## config.mk

```make
export PLATFORM = sky130hd
export DESIGN_NAME = vid_position_tracker
export DESIGN_NICKNAME = d
export VERILOG_FILES = /design/src/rtl/vid_pkg.sv /design/src/rtl/vid_frame_measure.sv /design/src/rtl/vid_position_tracker.sv
export SDC_FILE = /design/constraint.sdc
export NUM_CORES = 1
export LEC_CHECK = 0
export ABC_AREA = 1
export CAP_MARGIN = 20
export CORE_ASPECT_RATIO = 1.1
export CORE_UTILIZATION = 39
export DETAILED_ROUTE_END_ITERATION = 7
export GPL_TIMING_DRIVEN = 0
export PLACE_DENSITY = 0.76
export SYNTH_ARGS = -nofsm -noshare
export SYNTH_HDL_FRONTEND = slang
export SYNTH_SLANG_ARGS = --single-unit
```

## constraint.sdc

```tcl
create_clock -name clk -period 1.7 [get_ports clk]
set_clock_uncertainty 0.1 [all_clocks]
set_input_delay 0.17 -clock clk [delete_from_list [all_inputs] [get_ports clk]]
set_output_delay 0.17 -clock clk [all_outputs]
set_load 0.005 [all_outputs]
```

## src/rtl/vid_pkg.sv

```systemverilog
// Shared types and constants for the vid_io position-tracking front end.
// The 1080p active sizes are also used for colour_change row-buffer sizing.
package vid_pkg;

  typedef enum logic [1:0] {
    SEEK   = 2'd0,
    VBLANK = 2'd1,
    ACTIVE = 2'd2,
    HBLANK = 2'd3
  } vid_pos_state_t;

  localparam int VID_DATA_WIDTH = 24;
  localparam int VID_X_WIDTH    = 12;
  localparam int VID_Y_WIDTH    = 11;

  localparam int VID_H_ACTIVE = 1920;
  localparam int VID_V_ACTIVE = 1080;

endpackage

```

## src/rtl/vid_frame_measure.sv

```systemverilog
// vid_frame_measure: captures active width/height per frame and tracks lock / format changes.
// Only compiled when VID_POS_MEASURE_EN is defined (instantiated by vid_position_tracker).
`ifdef VID_POS_MEASURE_EN
module vid_frame_measure
  import vid_pkg::*;
#(
  parameter int X_WIDTH = VID_X_WIDTH,
  parameter int Y_WIDTH = VID_Y_WIDTH
) (
  input  logic               clk,
  input  logic               rst,
  input  logic               i_line_end,
  input  logic               i_frame_end,
  input  logic               i_abort,
  input  logic               i_fmt_err,
  input  logic [X_WIDTH-1:0] i_x,
  input  logic [Y_WIDTH-1:0] i_y,
  output logic [X_WIDTH-1:0] o_width,
  output logic [Y_WIDTH-1:0] o_height,
  output logic               o_locked,
  output logic               o_fmt_change
);
  localparam logic [X_WIDTH-1:0] X_MAX = '1;
  localparam logic [Y_WIDTH-1:0] Y_MAX = '1;

  logic [X_WIDTH-1:0] r_ref_w, r_width, w_line_w;
  logic [Y_WIDTH-1:0] r_height, w_frame_h;
  logic               r_mismatch, r_err, r_prev_good, r_have_prev;
  logic               r_locked, r_fmt_change;
  logic               w_bad, w_same;

  // i_x / i_y are the last pixel's coordinates, so counts are one more (clamped).
  assign w_line_w  = (i_x == X_MAX) ? X_MAX : i_x + X_WIDTH'(1);
  assign w_frame_h = (i_y == Y_MAX) ? Y_MAX : i_y + Y_WIDTH'(1);
  assign w_bad     = r_mismatch | r_err;
  assign w_same    = (r_ref_w == r_width) && (w_frame_h == r_height);

  always_ff @(posedge clk or posedge rst) begin
    if (rst) begin
      r_ref_w      <= '0;
      r_width      <= '0;
      r_height     <= '0;
      r_mismatch   <= 1'b0;
      r_err        <= 1'b0;
      r_prev_good  <= 1'b0;
      r_have_prev  <= 1'b0;
      r_locked     <= 1'b0;
      r_fmt_change <= 1'b0;
    end else begin
      r_fmt_change <= 1'b0;
      if (i_fmt_err)
        r_err <= 1'b1;
      if (i_line_end) begin
        if (i_y == '0)
          r_ref_w <= w_line_w;
        else if (w_line_w != r_ref_w)
          r_mismatch <= 1'b1;
      end
      if (i_abort) begin
        r_locked     <= 1'b0;
        r_fmt_change <= 1'b1;
        r_prev_good  <= 1'b0;
        r_mismatch   <= 1'b0;
        r_err        <= 1'b0;
      end else if (i_frame_end) begin
        r_width      <= r_ref_w;
        r_height     <= w_frame_h;
        r_fmt_change <= w_bad | (r_have_prev & ~w_same);
        r_locked     <= ~w_bad & r_prev_good & w_same;
        r_prev_good  <= ~w_bad;
        r_have_prev  <= 1'b1;
        r_mismatch   <= 1'b0;
        r_err        <= 1'b0;
      end
    end
  end

  assign o_width      = r_width;
  assign o_height     = r_height;
  assign o_locked     = r_locked;
  assign o_fmt_change = r_fmt_change;

endmodule
`endif

```

## src/rtl/vid_position_tracker.sv

```systemverilog
// vid_position_tracker: re-registers the vid_io stream and tags each pixel with x/y and SOL/EOL/SOF.
// Define VID_POS_MEASURE_EN to add per-frame width/height measurement, lock and format-change reporting.
module vid_position_tracker
  import vid_pkg::*;
#(
  parameter int   DATA_WIDTH   = VID_DATA_WIDTH,
  parameter int   X_WIDTH      = VID_X_WIDTH,
  parameter int   Y_WIDTH      = VID_Y_WIDTH,
  parameter logic VSYNC_ACTIVE = 1'b1
) (
  input  logic                  clk,
  input  logic                  rst,
  input  logic [DATA_WIDTH-1:0] i_vid_data,
  input  logic                  i_vid_hsync,
  input  logic                  i_vid_vsync,
  input  logic                  i_vid_VDE,
  output logic [DATA_WIDTH-1:0] o_vid_data,
  output logic                  o_vid_hsync,
  output logic                  o_vid_vsync,
  output logic                  o_vid_VDE,
  output logic [X_WIDTH-1:0]    o_x,
  output logic [Y_WIDTH-1:0]    o_y,
  output logic                  o_sol,
  output logic                  o_eol,
  output logic                  o_sof,
  output logic                  o_locked,
  output logic [X_WIDTH-1:0]    o_width,
  output logic [Y_WIDTH-1:0]    o_height,
  output logic                  o_fmt_change
);
  localparam logic [X_WIDTH-1:0] X_MAX = '1;
  localparam logic [Y_WIDTH-1:0] Y_MAX = '1;

  vid_pos_state_t        r_state, w_state_next;
  logic [DATA_WIDTH-1:0] r_data;
  logic                  r_hsync, r_vsync, r_vde;
  logic [X_WIDTH-1:0]    r_x, w_x_next;
  logic [Y_WIDTH-1:0]    r_y, w_y_next;
  logic                  r_sol, r_eol, r_sof;
  logic                  w_sol_next, w_eol_next, w_sof_next;
  logic                  w_vs_edge, w_vde_rise;

  // r_vsync / r_vde double as the previous-cycle copies for edge detection.
  assign w_vs_edge  = (i_vid_vsync == VSYNC_ACTIVE) && (r_vsync != VSYNC_ACTIVE);
  assign w_vde_rise = i_vid_VDE && !r_vde;

  always_ff @(posedge clk or posedge rst) begin
    if (rst) begin
      r_state <= SEEK;
      r_data  <= '0;
      r_hsync <= 1'b0;
      r_vsync <= 1'b0;
      r_vde   <= 1'b0;
      r_x     <= '0;
      r_y     <= '0;
      r_sol   <= 1'b0;
      r_eol   <= 1'b0;
      r_sof   <= 1'b0;
    end else begin
      r_state <= w_state_next;
      r_data  <= i_vid_data;
      r_hsync <= i_vid_hsync;
      r_vsync <= i_vid_vsync;
      r_vde   <= i_vid_VDE;
      r_x     <= w_x_next;
      r_y     <= w_y_next;
      r_sol   <= w_sol_next;
      r_eol   <= w_eol_next;
      r_sof   <= w_sof_next;
    end
  end

  always_comb begin
    w_state_next = r_state;
    w_x_next     = r_x;
    w_y_next     = r_y;
    w_sol_next   = 1'b0;
    w_eol_next   = 1'b0;
    w_sof_next   = 1'b0;
    case (r_state)
      SEEK: begin
        if (w_vs_edge)
          w_state_next = VBLANK;
      end
      ACTIVE: begin
        if (w_vs_edge) begin
          w_state_next = VBLANK;
        end else if (!i_vid_VDE) begin
          w_state_next = HBLANK;
          w_eol_next   = 1'b1;
        end else if (r_x != X_MAX) begin
          w_x_next = r_x + X_WIDTH'(1);
        end
      end
      default: begin
        // VBLANK / HBLANK: a vsync edge coinciding with a rise closes the frame and opens (0,0).
        if (w_vde_rise) begin
          w_state_next = ACTIVE;
          w_x_next     = '0;
          w_sol_next   = 1'b1;
          if (r_state == VBLANK || w_vs_edge) begin
            w_y_next   = '0;
            w_sof_next = 1'b1;
          end else if (r_y != Y_MAX) begin
            w_y_next = r_y + Y_WIDTH'(1);
          end
        end else if (w_vs_edge) begin
          w_state_next = VBLANK;
        end
      end
    endcase
  end

  assign o_vid_data  = r_data;
  assign o_vid_hsync = r_hsync;
  assign o_vid_vsync = r_vsync;
  assign o_vid_VDE   = r_vde;
  assign o_x         = r_x;
  assign o_y         = r_y;
  assign o_sol       = r_sol;
  assign o_eol       = r_eol;
  assign o_sof       = r_sof;

`ifdef VID_POS_MEASURE_EN
  logic w_line_end, w_frame_end, w_abort, w_fmt_err;

  assign w_line_end  = (r_state == ACTIVE) && !w_vs_edge && !i_vid_VDE;
  assign w_frame_end = (r_state == HBLANK) && w_vs_edge;
  assign w_abort     = (r_state == ACTIVE) && w_vs_edge;
  assign w_fmt_err   = ((r_state == ACTIVE) && !w_vs_edge && i_vid_VDE && (r_x == X_MAX)) ||
                       ((r_state == HBLANK) && !w_vs_edge && w_vde_rise && (r_y == Y_MAX));

  vid_frame_measure #(
    .X_WIDTH (X_WIDTH),
    .Y_WIDTH (Y_WIDTH)
  ) u_measure (
    .clk          (clk),
    .rst          (rst),
    .i_line_end   (w_line_end),
    .i_frame_end  (w_frame_end),
    .i_abort      (w_abort),
    .i_fmt_err    (w_fmt_err),
    .i_x          (r_x),
    .i_y          (r_y),
    .o_width      (o_width),
    .o_height     (o_height),
    .o_locked     (o_locked),
    .o_fmt_change (o_fmt_change)
  );
`else
  logic r_locked;

  always_ff @(posedge clk or posedge rst) begin
    if (rst)
      r_locked <= 1'b0;
    else if (w_vs_edge)
      r_locked <= 1'b1;
  end

  assign o_locked     = r_locked;
  assign o_width      = '0;
  assign o_height     = '0;
  assign o_fmt_change = 1'b0;
`endif

endmodule

```

Yosys cells after proc, flatten, opt, wreduce, memory -nomap -nowiden
Index checks and enable logic that the tools add are counted.
Word-level totals
  word-level logic and storage cells: 54
  memory bits (read-only): 0
  memories kept: 0
  input bits: 29
  output and inout port bits: 78
  register bits after elaboration: 56
  memory bits (writable): 0
  latch bits: 0
Cells by class
  $mul: 0
  reduce and logical (&&, ||, !) cells: 10
  bitwise logic cells: 3
  $lt $le $gt $ge: 0
  equal/unequal tests: 8
  multiplexer cells: 20
  divide/modulo/power cells: 0
  shift operators: 0
  $add $sub $neg: 2
Operators by type and width (number)
  12-bit 2-to-1 mux: 4
  12-bit case mux with 2 select lines: 1
  11-bit 2-to-1 mux: 2
  12-bit by 1-bit adder with 12-bit output, second input constant: 1
  12-bit != test, second input constant: 1
  11-bit by 1-bit adder with 11-bit output, second input constant: 1
  11-bit != test, second input constant: 1
  1-bit 2-to-1 mux: 8
  2-bit 2-to-1 mux: 4
  2-bit != test, second input constant: 3
  5-bit AND reduction: 1
  2-bit case mux with 2 select lines: 1
  2-bit nonzero test: 2
  3-bit != test, second input constant: 1
  1-bit inverter: 3
  3-bit AND reduction: 1
  2-bit by 1-bit == test with 1-bit output, second input constant: 1
  2-bit == test, second input constant: 1
  1-bit logical AND: 2
  2-bit logical NOT: 1
  2-bit OR reduction: 1
  1-bit logical NOT: 1
  1-bit logical OR: 1

Logic depth before layout (Yosys ltp)
  depth in word-level cells: 6
  mapped depth: 10
  mapped depth without buffers: 9

Worst setup path after synthesis
OpenSTA, ideal clock, no wires.
  kind: flip-flop to flip-flop
  start point: register r_y[0], in the netlist o_y[0]
  end point: register r_y[8], in the netlist o_y[8]
  arrival: 1.325 ns
  cell stages (with the launch flop): 10
  data required time: 1.484 ns
  buffers on the path: 1
  setup slack: 0.159 ns
  cells stage by stage: dfrtp_1 ha_1 nand2_2 nor2_4 nand3_4 nor2_2 nor2_2 buf_6 nand2_1 nand2_1
Between the ends
  word-level cells in the longest chain between the ends: 3
  elaborated cells between the ends (all ways): 6
RTL lines
  start: declaration: RTL line vid_position_tracker.sv:38  | logic [Y_WIDTH-1:0] r_y, w_y_next;
  start signal: assignment: RTL line vid_position_tracker.sv:66  | r_y <= w_y_next;
  11-bit by 1-bit adder with 11-bit output or 11-bit != test (tied branches): RTL line vid_position_tracker.sv:105, vid_position_tracker.sv:104
  11-bit 2-to-1 mux or 2-bit nonzero test (tied branches)
  11-bit 2-to-1 mux or 3-bit AND reduction (tied branches)
Several ways; a longest one is shown, not always the timed one. The select of a mux whose other input is x is not followed.
A chain may end at the register's enable or synchronous reset.

Final worst setup path
  start point: register r_x[0], in the netlist o_x[0]
  end point: output o_x[0]
RTL lines
  start: declaration: RTL line vid_position_tracker.sv:37  | logic [X_WIDTH-1:0] r_x, w_x_next;
  start signal: assignment: RTL line vid_position_tracker.sv:65  | r_x <= w_x_next;
  end: declaration: RTL line vid_position_tracker.sv:21  | output logic [X_WIDTH-1:0] o_x,
No word-level cell between the ends.

==> qor.yml <==
routing:
  drtIter0Drc: 72
  routed_wirelength_mm: 5.61
  antenna_left: 0
  drc: 0
  vias: 2233
  dr.pass1.iters: 4
  post_drt_wl_per_cell_um: 11.4
  vias_per_cell: 4.52
placement:
  pre_cts_slack_ns: -0.0577
  hpwlAfterDp_mm: 4.18
  gp_congestion: 0.849
  dp.cells: 476
  io_buffers: 82
  place_area_um2: 3730
cells_and_area:
  synthToLayoutAreaGrowth_pct: 44.6
  layout-drive-gt1-share_pct: 23.3
  diodes: 0
  nets: 442
  final_cells: 494
  postLayoutCoreUtil_pct: 58.9
  final_cell_area_um2: 3900
clock_network:
  clkTransAtPathRegs_ns: 0.10
  hold_buffers: 0
  cts.sinks: 56
  cts.htree.levels: 2
  ctsRootBufferMaster: "clkbuf_8"
  cts_max_path_buffers: 2
  cts_buffers: 5
  cts_tree: "built"
  insertion_delay_ns: 0.31
grt:
  grt_pass1_vias: 2122
  grt_overflow: 0
  antenna_found_initial: 0
  grt_usage_pct: 17.0
  grt_max_degree: 32
  grt_pass1_wl_mm: 9.47
synthesis:
  syn_inst: 288
  syn_avg_cell_area_um2: 9.37
  synth_cell_types: 35
  yosysSeqAreaShare_pct: 51.9
  synthArstFlopShare_pct: 100
  netlist_area_um2: 2700
  ys.warnings.count: 0
  ys_ff_latch: 56
  yosys_most_used_dff: "dfrtp_1"
  synth_enable_flop_cells: 0
critical_path:
  reg2regPathDepth: 9
  end_kind: "output port"
  cp-endpoint: "o_x[0]"
  worst_setup_path_start_kind: "register"
  crit_path_start: "o_x[0]"
  crit_type: "reg -> out"
  required_ns: 1.43
  cp.arrival_ns: 1.37
  rr_startpoint: "o_y[0]"
  r2r_slack_ns: 0.10
  crit_fanout: 4
  rr_endpoint: "o_y[7]"
timing:
  rsz0062_at_grt: "true"
  clock.fmax_ghz: 0.610
  fin_crit_sh_pct: 96.4
  tightest_slew_ns: 0.595
  drv_slew: 0
  period_minus_slack_ns: 1.64
  slew_headroom_pct: 60.3
  hold_violations: 0
  setup_ws_ns: 0.0619
  tns_ns: 0
  setup_viol: 0
floorplan:
  fp.dieH_um: 89.2
  dieArea_um2: 7260
  rows: 31
  initial_utilization_pct: 40.7
  core_area_um2: 6630
  die_w_um: 81.3
  ios: 107
flow_run:
  maxCapViolations: 0
hold_path:
  holdCritPathClass: "in -> async"
power_and_ir_drop:
  peakVddDrop_uv: 419
  p_leak_nw: 1.82
  powerDensity_nw_per_um2: 844
status:
  status: "completed"
## power by group
group | internal [mW] | leakage (nW) | total, mW | switching (mW)
Sequential | 1.45 | 0.703 | 1.54 | 0.0976
Clock | 0.293 | 0.0445 | 0.738 | 0.444
Combinational | 0.500 | 1.07 | 1.01 | 0.511
Total | 2.24 | 1.82 | 3.29 | 1.05
## placed cells by master (no fill, tap or decap), types with 2 or more instances in the layout
cell type / Yosys / layout
clkdlybuf4s50_1: 0 / 82
nand2_1: 67 / 67
dfrtp_1: 56 / 54
buf_4: 24 / 34
inv_1: 25 / 24
nor2_1: 24 / 24
conb_1: 1 / 24
nand3_1: 18 / 18
o21ai_2: 14 / 14
nand2_2: 8 / 8
o21ai_0: 6 / 6
inv_2: 4 / 5
clkbuf_8: 0 / 5
nor2_4: 3 / 4
nand4_1: 4 / 4
nor2_2: 4 / 3
nand2_4: 3 / 3
a21oi_1: 2 / 2
buf_6: 2 / 2
o21bai_1: 2 / 2
or2_2: 2 / 2
nor3_1: 2 / 2
nand3_2: 2 / 2
dfrtp_2: 0 / 2
## synth_stat cells (2+ instances only)
library cell  number  area [um^2]
nand4_1            4         25.0
o21ai_0            6         30.0
dfrtp_1           56         1400
inv_1             25         93.8
nand3_2            2         20.0
nor2_2             4         25.0
o21ai_2           14          123
nand2_4            3         33.8
or2_2              2         12.5
nor2_1            24         90.1
buf_4             24          180
o21bai_1           2         15.0
nor3_1             2         10.0
nand3_1           18         90.1
ha_1               2         25.0
a21oi_1            2         10.0
nor2_4             3         33.8
inv_2              4         15.0
nand2_1           67          251
buf_6              2         22.5
nand2_2            8         50.1
## layer usage
layer | track usage (%) | vias up | share of wire [%]
met4 | 7.14 | 0 | 1.2
met3 | 3.37 | 7 | 6.5
met5 | 0 | - | 0
met1 | 19.2 | 1047 | 40
met2 | 31.0 | 76 | 52
li1 | - | 1103 | -
## critical path, stage by stage (launching register included)
cell and delay [ns]:
dfrtp_2 0.41, buf_4 0.14, clkdlybuf4s50_1 0.50
## worst min-delay path by stage
stage / from / endpoint / slack [ns] / cells past startpoint
detailed placement: o_locked / o_locked / 0.37 / 1
global route: i_vid_data[18] / o_vid_data[18] / 0.17 / 1
global placement: o_locked / o_locked / 0.36 / 1
floorplan: i_vid_VDE / o_vid_VDE / 0.10 / 0
finish: rst / o_x[1] / 0.13 / 2
CTS: rst / o_x[2] / 0.14 / 2
## flip-flops by register name (all words and copies together), names as in the netlist
signal       cells
o_eol            1
o_locked         1
o_sof            1
o_sol            1
o_vid_VDE        1
o_vid_data      24
o_vid_hsync      1
o_vid_vsync      1
o_x             12
o_y             11
r_state          2
## logic make-up after synthesis
family,after synthesis,share of synthesized area [%]
xor+xnor,2,0.649
compound gates,28,7.93
simple gates,141,25.9
fa+ha+maj,2,0.927
other cells,1,0.139
buf+inv,58,12.5
flops,56,51.9
## metrics by stage
step                      hold WS, ns  power, mW
final                           0.132       3.29
after global routing            0.169       3.49
after CTS                       0.141       3.25
after detailed placement        0.366       2.50
after global placement          0.360       2.47
after floorplan                 0.101       2.11
## final cells by class
cell class                 count  area, um^2
clock inverter                 3        21.3
multi-input combinational    197        1050
tap                           82         103
sequential                    56        1400
clock buffer                   5        68.8
timing repair buffer          93         916
inverter                      30         115
fill                         597        2730
buffer                        28         223
## repair_timing
item / in CTS / in global routing
endpoints found under the setup margin: 15 / 22
pin swaps: 0 / 2
setup buffers: 0 / 10
gates resized for setup: 2 / 2
(Power assumes the default switching activity.)
==> variant 1 (same settings) <==
Change the package constant `VID_DATA_WIDTH` from 24 to 28.
--- a/src/rtl/vid_pkg.sv
+++ b/src/rtl/vid_pkg.sv
@@ -11,3 +11,3 @@
 
-  localparam int VID_DATA_WIDTH = 24;
+  localparam int VID_DATA_WIDTH = 28;
   localparam int VID_X_WIDTH    = 12;
Interface: changed (resized i_vid_data and o_vid_data); port bits go from 107 to 115. The function was not compared with the original's and may differ.
==> variant 1 against the original RTL <==
Synthesized area grew 1.0%. Sequential cell count grew 4. Clock power grew 73%. Setup slack lost 0.010 ns. Cell area grew 7.1%. Maximum frequency shrank 0.61%. Critical path depth is the same. Power grew 17%. Routed wire length grew 14%.
==> variant 1: results (changes against the original RTL) <==
Outcome
Outcome: complete, no violations (unchanged).

Power and ir drop
The maximum ir drop on the vdd rail is 0.666 mV (was 0.419 mV). The leakage power total is 1.95 nW (was 1.82 nW).

Finish
The total of fill cells in the finished design is 591 (was 597). The post-layout net count came to 457 (was 442). The number of flip-flops under the largest register name is 28 (was 24). The proportion of layout cells with a drive suffix above 1 is 23.7% (was 23.3%).

Setup path
The critical path's largest stage delay is 0.49 ns. The critical register-to-register path endpoint was o_y[9] (was o_y[7]). The kind of cell with the highest combined delay on the critical path is buffers and inverters (unchanged). The end point of the critical path is o_y[1] (was o_x[0]). The source of the worst register-to-register timing path was o_y[1] (was o_y[0]).

The worst-path maximum fanout was 3 (was 4). The reg-to-reg setup timing slack was 0.08 ns (was 0.10 ns).

Clocking
The insertion delay to the later sink of the worst-skew pair is 0.34 ns (was 0.31 ns). The number of levels the H-tree was split into is 3 (was 2). The clock transition time at the flip-flop clock pins of the worst setup and hold paths is 0.07 ns (was 0.10 ns). The number of buffers inserted during clock tree synthesis came to 9 (was 5).

Global routing
The wire length of the first global-routing pass is 9.99 mm (was 9.47 mm). The met2 track demand over resource is 32.8% (was 31.0%). The maximum number of pins on one net before global-route repair is 38 (was 32). The number of global-route vias before repair is 2209 (was 2122). The met3 track utilization from global routing is 5.56% (was 3.37%).

The global routing met1 resource utilization is 19.9% (was 19.2%). The overall global routing resource usage is 18.3% (was 17.0%).

Route
The via count is 2361 (was 2233). The detail-routed net length per standard cell is 12.5 um (was 11.4 um). The via density per instance is 4.64 (was 4.52). The iteration-0 DRC count of the detailed router is 79 (was 72).

Place
The placed instance count is 482 (was 476). The placed wire-length estimate is 4.47 mm (was 4.18 mm). The weighted congestion at the end of routability-driven global placement is 0.868 (was 0.849). The count of input and output buffers is 90 (was 82).

Logic synthesis
Synth area leaders: sky130_fd_sc_hd__dfrtp_1 55%, sky130_fd_sc_hd__nand2_1 10%, sky130_fd_sc_hd__buf_4 6.6%, sky130_fd_sc_hd__nand3_1 4.2%, sky130_fd_sc_hd__o21ai_2 3.2% (was sky130_fd_sc_hd__dfrtp_1 52%, sky130_fd_sc_hd__nand2_1 9.3%, sky130_fd_sc_hd__buf_4 6.7%, sky130_fd_sc_hd__o21ai_2 4.5%, sky130_fd_sc_hd__inv_1 3.5%). The average footprint of a synthesized cell is 9.53 sq um (was 9.37 sq um). Most used standard cells in the synthesized netlist: 73 x sky130_fd_sc_hd__nand2_1, 60 x sky130_fd_sc_hd__dfrtp_1, 24 x sky130_fd_sc_hd__buf_4, 23 x sky130_fd_sc_hd__nand3_1, 22 x sky130_fd_sc_hd__nor2_1 (was 67 x sky130_fd_sc_hd__nand2_1, 56 x sky130_fd_sc_hd__dfrtp_1, 25 x sky130_fd_sc_hd__inv_1, 24 x sky130_fd_sc_hd__buf_4, 24 x sky130_fd_sc_hd__nor2_1).

The most instantiated flip-flop cell in the synthesis netlist is sky130_fd_sc_hd__dfrtp_1 (unchanged). The fraction of the yosys area taken by sequential cells is 55.1% (was 51.9%). The number of library cell types mapped by synthesis is 29 (was 35).

Timing
The relative max-transition margin is 64.9% (was 60.3%).
==> variant 1: layer usage <==
layer | vias up | routed length, um
li1 | 1138 | -
met1 | 1117 | 2350
met2 | 92 | 3420
met3 | 14 | 473
met4 | 0 | 123
met5 | - | 0
==> variant 1: how the worst min path moves through the flow <==
stage	start	endpoint	slack, ns	cells past startpoint
after global routing	rst	o_vid_data[1]	0.14	2
after detailed placement	o_locked	o_locked	0.36	1
after global placement	o_locked	o_locked	0.35	1
final	rst	o_vid_data[14]	0.11	2
after CTS	rst	o_vid_data[14]	0.12	2
after floorplan	i_vid_VDE	o_vid_VDE	0.10	0
==> variant 1: area by class of cell <==
type / count / area (sq um) / area share [%]
timing repair buffer: 100 / 991 / 23.7
sequential: 60 / 1510 / 36.1
inverter: 23 / 92.6 / 2.21
clock buffer: 9 / 124 / 2.96
buffer: 27 / 211 / 5.06
tap: 82 / 103 / 2.45
clock inverter: 7 / 75.1 / 1.80
multi-input combinational: 201 / 1080 / 25.8
==> variant 1: timing repair <==
action                                  4_1_cts  5_1_grt
hold endpoints to repair                      0        0
endpoints found under the setup margin       10       23
gates cloned                                  0        2
buffers inserted                              1        8
resized for setup                             1       13
pin swaps                                     0        1
==> variant 1: report_power, final <==
group | internal (mW) | switching, mW
Clock | 0.683 | 0.601
Combinational | 0.475 | 0.483
Sequential | 1.54 | 0.0855
Total | 2.69 | 1.17
==> variant 1: cell families after synthesis <==
logic type | after synthesis | share of synthesized area, %
AOI/OAI and AO/OA | 15 | 4.36
adders and majority gates | 2 | 0.918
and+or+nand+nor | 152 | 26.6
xor gates and xnor gates | 6 | 1.93
buffers and inverters | 50 | 11.0
DFF | 60 | 55.1
other | 1 | 0.138
==> variant 1: through the flow <==
| stage | power (mW) | utilization [%] | cell area, sq um | hold WS [ns] | setup slack, ns |
|---|---|---|---|---|---|
| floorplan | 2.11 | - | 2820 | 0.101 | 0.167 |
| global placement | 2.45 | 57.3 | 3820 | 0.352 | -0.0664 |
| detailed placement | 2.48 | 57.6 | 3840 | 0.357 | -0.0804 |
| CTS | 3.78 | 60.7 | 4050 | 0.119 | 0.00375 |
| global route | 4.08 | 62.7 | 4180 | 0.141 | -0.000225 |
| finish | 3.86 | 62.7 | 4180 | 0.108 | 0.0518 |
==> variant 2 (same flow settings) <==
Made on the original files. Take the reset off `r_x` and load it in a clocked block of its own.
--- a/src/rtl/vid_position_tracker.sv
+++ b/src/rtl/vid_position_tracker.sv
@@ -53,3 +53,2 @@
       r_vde   <= 1'b0;
-      r_x     <= '0;
       r_y     <= '0;
@@ -64,3 +63,2 @@
       r_vde   <= i_vid_VDE;
-      r_x     <= w_x_next;
       r_y     <= w_y_next;
@@ -70,2 +68,6 @@
     end
+  end
+
+  always_ff @(posedge clk) begin
+    r_x <= w_x_next;
   end
Check against the original RTL: differs if rst is asserted again (counterexample within 4 cycles, from zero or initial values and one cycle with rst high); with rst held inactive, the same outputs for 10 cycles.
==> variant 2 against the original RTL <==
Combinational power fell by 33%. Clock power is 1% lower. Setup slack worse by 0.041 ns. Power shrank 9.1%. Cell count decreased by 7.1%. Worst hold slack better by 0.059 ns. Utilization is 0.88 points higher. Non-clock buffer count decreased by 7. Cell area shrank 5.8%. Routed wire length shrank 2.8%. Sequential power grew 3%. Sequential cell count unchanged. Critical path depth is 1 lower. Synthesized area down 8.5%. Critical path type unchanged. Largest cell class unchanged. Largest power group unchanged. Highest routed layer unchanged.
==> variant 2: results (changes against the original RTL) <==
Outcome
Outcome: complete, no violations (unchanged).

Route
The iteration-0 DRC count of the detailed router came to 64 (was 72). The via density per instance was 4.51 (was 4.52). The detail-routed net length per standard cell came to 11.9 um (was 11.4 um).

Power and ir drop
The maximum ir drop on the vdd rail was 0.543 mV (was 0.419 mV). The leakage power total is 1.72 nW (was 1.82 nW). The net load switching power is 820 uW (was 1.05 mW). The proportion of total power due to net switching is 27.4% (was 32.0%). The reported clock group power is 730 uW (was 738 uW).

Place
The cell area after placement is 0.00349 sq mm (was 0.00373 sq mm). The placed instance count is 445 (was 476). The setup slack at placement is -0.254 ns (was -0.0577 ns).

Logic synthesis
The xor and xnor fraction of the mapped netlist area came to 1.42% (was 0.649%). The adder and majority gate portion of the synthesized area is 1.01% (was 0.927%). The number of library cell types mapped by synthesis is 28 (was 35).

The post-synthesis compound-gate area fraction is 5.22% (was 7.93%). The fraction of the yosys area taken by sequential cells is 59.2% (was 51.9%). The average footprint of a synthesized cell was 9.49 sq um (was 9.37 sq um).

The number of flops mapped to enable cells by yosys is 12 (was 0). The share of synthesized registers carrying an async set or reset is 78.6% (was 100%). Synth area leaders: sky130_fd_sc_hd__dfrtp_1 45%, sky130_fd_sc_hd__edfxtp_1 15%, sky130_fd_sc_hd__nand2_1 9.7%, sky130_fd_sc_hd__buf_4 7.3%, sky130_fd_sc_hd__inv_1 4.1% (was sky130_fd_sc_hd__dfrtp_1 52%, sky130_fd_sc_hd__nand2_1 9.3%, sky130_fd_sc_hd__buf_4 6.7%, sky130_fd_sc_hd__o21ai_2 4.5%, sky130_fd_sc_hd__inv_1 3.5%). The count of synthesis-stage warnings from yosys was 0 (unchanged). Most used standard cells in the synthesized netlist: 64 x sky130_fd_sc_hd__nand2_1, 44 x sky130_fd_sc_hd__dfrtp_1, 27 x sky130_fd_sc_hd__inv_1, 25 x sky130_fd_sc_hd__nor2_1, 24 x sky130_fd_sc_hd__buf_4 (was 67 x sky130_fd_sc_hd__nand2_1, 56 x sky130_fd_sc_hd__dfrtp_1, 25 x sky130_fd_sc_hd__inv_1, 24 x sky130_fd_sc_hd__buf_4, 24 x sky130_fd_sc_hd__nor2_1).

Timing
The post-route worst hold slack was 0.191 ns (was 0.132 ns). The slew at the pin closest to its max-slew limit was 0.901 ns (was 0.595 ns).

Setup path
The source of the worst register-to-register timing path is o_x[0] (was o_y[0]). The reg-to-reg setup timing slack is 0.04 ns (was 0.10 ns). The depth of the most critical reg-to-reg path came to 7 (was 9). The critical register-to-register path endpoint is o_x[8] (was o_y[7]).

The worst-path maximum fanout is 7 (was 4). The critical path's largest stage delay was 0.57 ns (was 0.50 ns).

Hold path
The worst min-delay path class was input pin to flip-flop (was input pin to asynchronous set/reset pin).

Global routing
The maximum number of pins on one net before global-route repair is 45 (was 32). The remaining global-route overflow is 0 (unchanged). The overall global routing resource usage was 16.7% (was 17.0%). The wire length of the first global-routing pass is 8.67 mm (was 9.47 mm).

Finish
The total of fill cells in the finished design was 560 (was 597). The post-layout net count is 409 (was 442). The proportion of layout cells with a drive suffix above 1 is 15.6% (was 23.3%).
variant 2: cell count changes after synthesis, moves of 6 or more:
cell / delta
sky130_fd_sc_hd__o21ai_2: -13
sky130_fd_sc_hd__dfrtp_1: -12
sky130_fd_sc_hd__edfxtp_1: +12
sky130_fd_sc_hd__a21oi_1: +7
sky130_fd_sc_hd__nand3_1: -7
sky130_fd_sc_hd__nand2_2: -6
variant 2: how the worst max path moves through the flow:
stage	slack, ns	endpoint	startpoint
detailed placement	-0.25	o_x[1]	i_vid_vsync
CTS	0.02	o_y[6]	o_y[0]
global placement	-0.46	o_eol	rst
global route	-0.02	o_y[6]	o_y[0]
finish	0.02	o_y[2]	o_y[2]
floorplan	0.006	o_x[0]	o_x[0]
variant 2: area by class of cell:
cell class                      instances  area, sq um  share of cell area (%)
Buffer                                 26          196                    5.34
Clock buffer                            5         68.8                    1.87
Clock inverter                          3         21.3                   0.578
Inverter                               30          113                    3.06
Multi-Input combinational cell        171          837                    22.8
Sequential cell                        56         1460                    39.8
Tap cell                               80          100                    2.72
Timing Repair Buffer                   88          878                    23.9
variant 2: logic make-up after synthesis:
group	after synthesis
XOR/XNOR	4
AND/OR/NAND/NOR	118
flip-flops	56
AO/OA/AOI/OAI	23
buffers and inverters	56
adder cells (fa/ha/maj)	2
other	1
variant 2: repair_timing:
item                                    in CTS  in global routing
endpoints found under the setup margin      12                 23
pin swaps                                    1                  4
buffers inserted                             3                  3
gates resized for setup                      2                 10
variant 2: metal layers:
| metal | GRT usage (%) | routed length, um | vias up |
|---|---|---|---|
| li1 | - | - | 1010 |
| met1 | 20.2 | 2200 | 970 |
| met2 | 29.0 | 2840 | 84 |
| met3 | 4.95 | 367 | 4 |
| met4 | 4.29 | 39 | 0 |
| met5 | 0 | 0 | - |
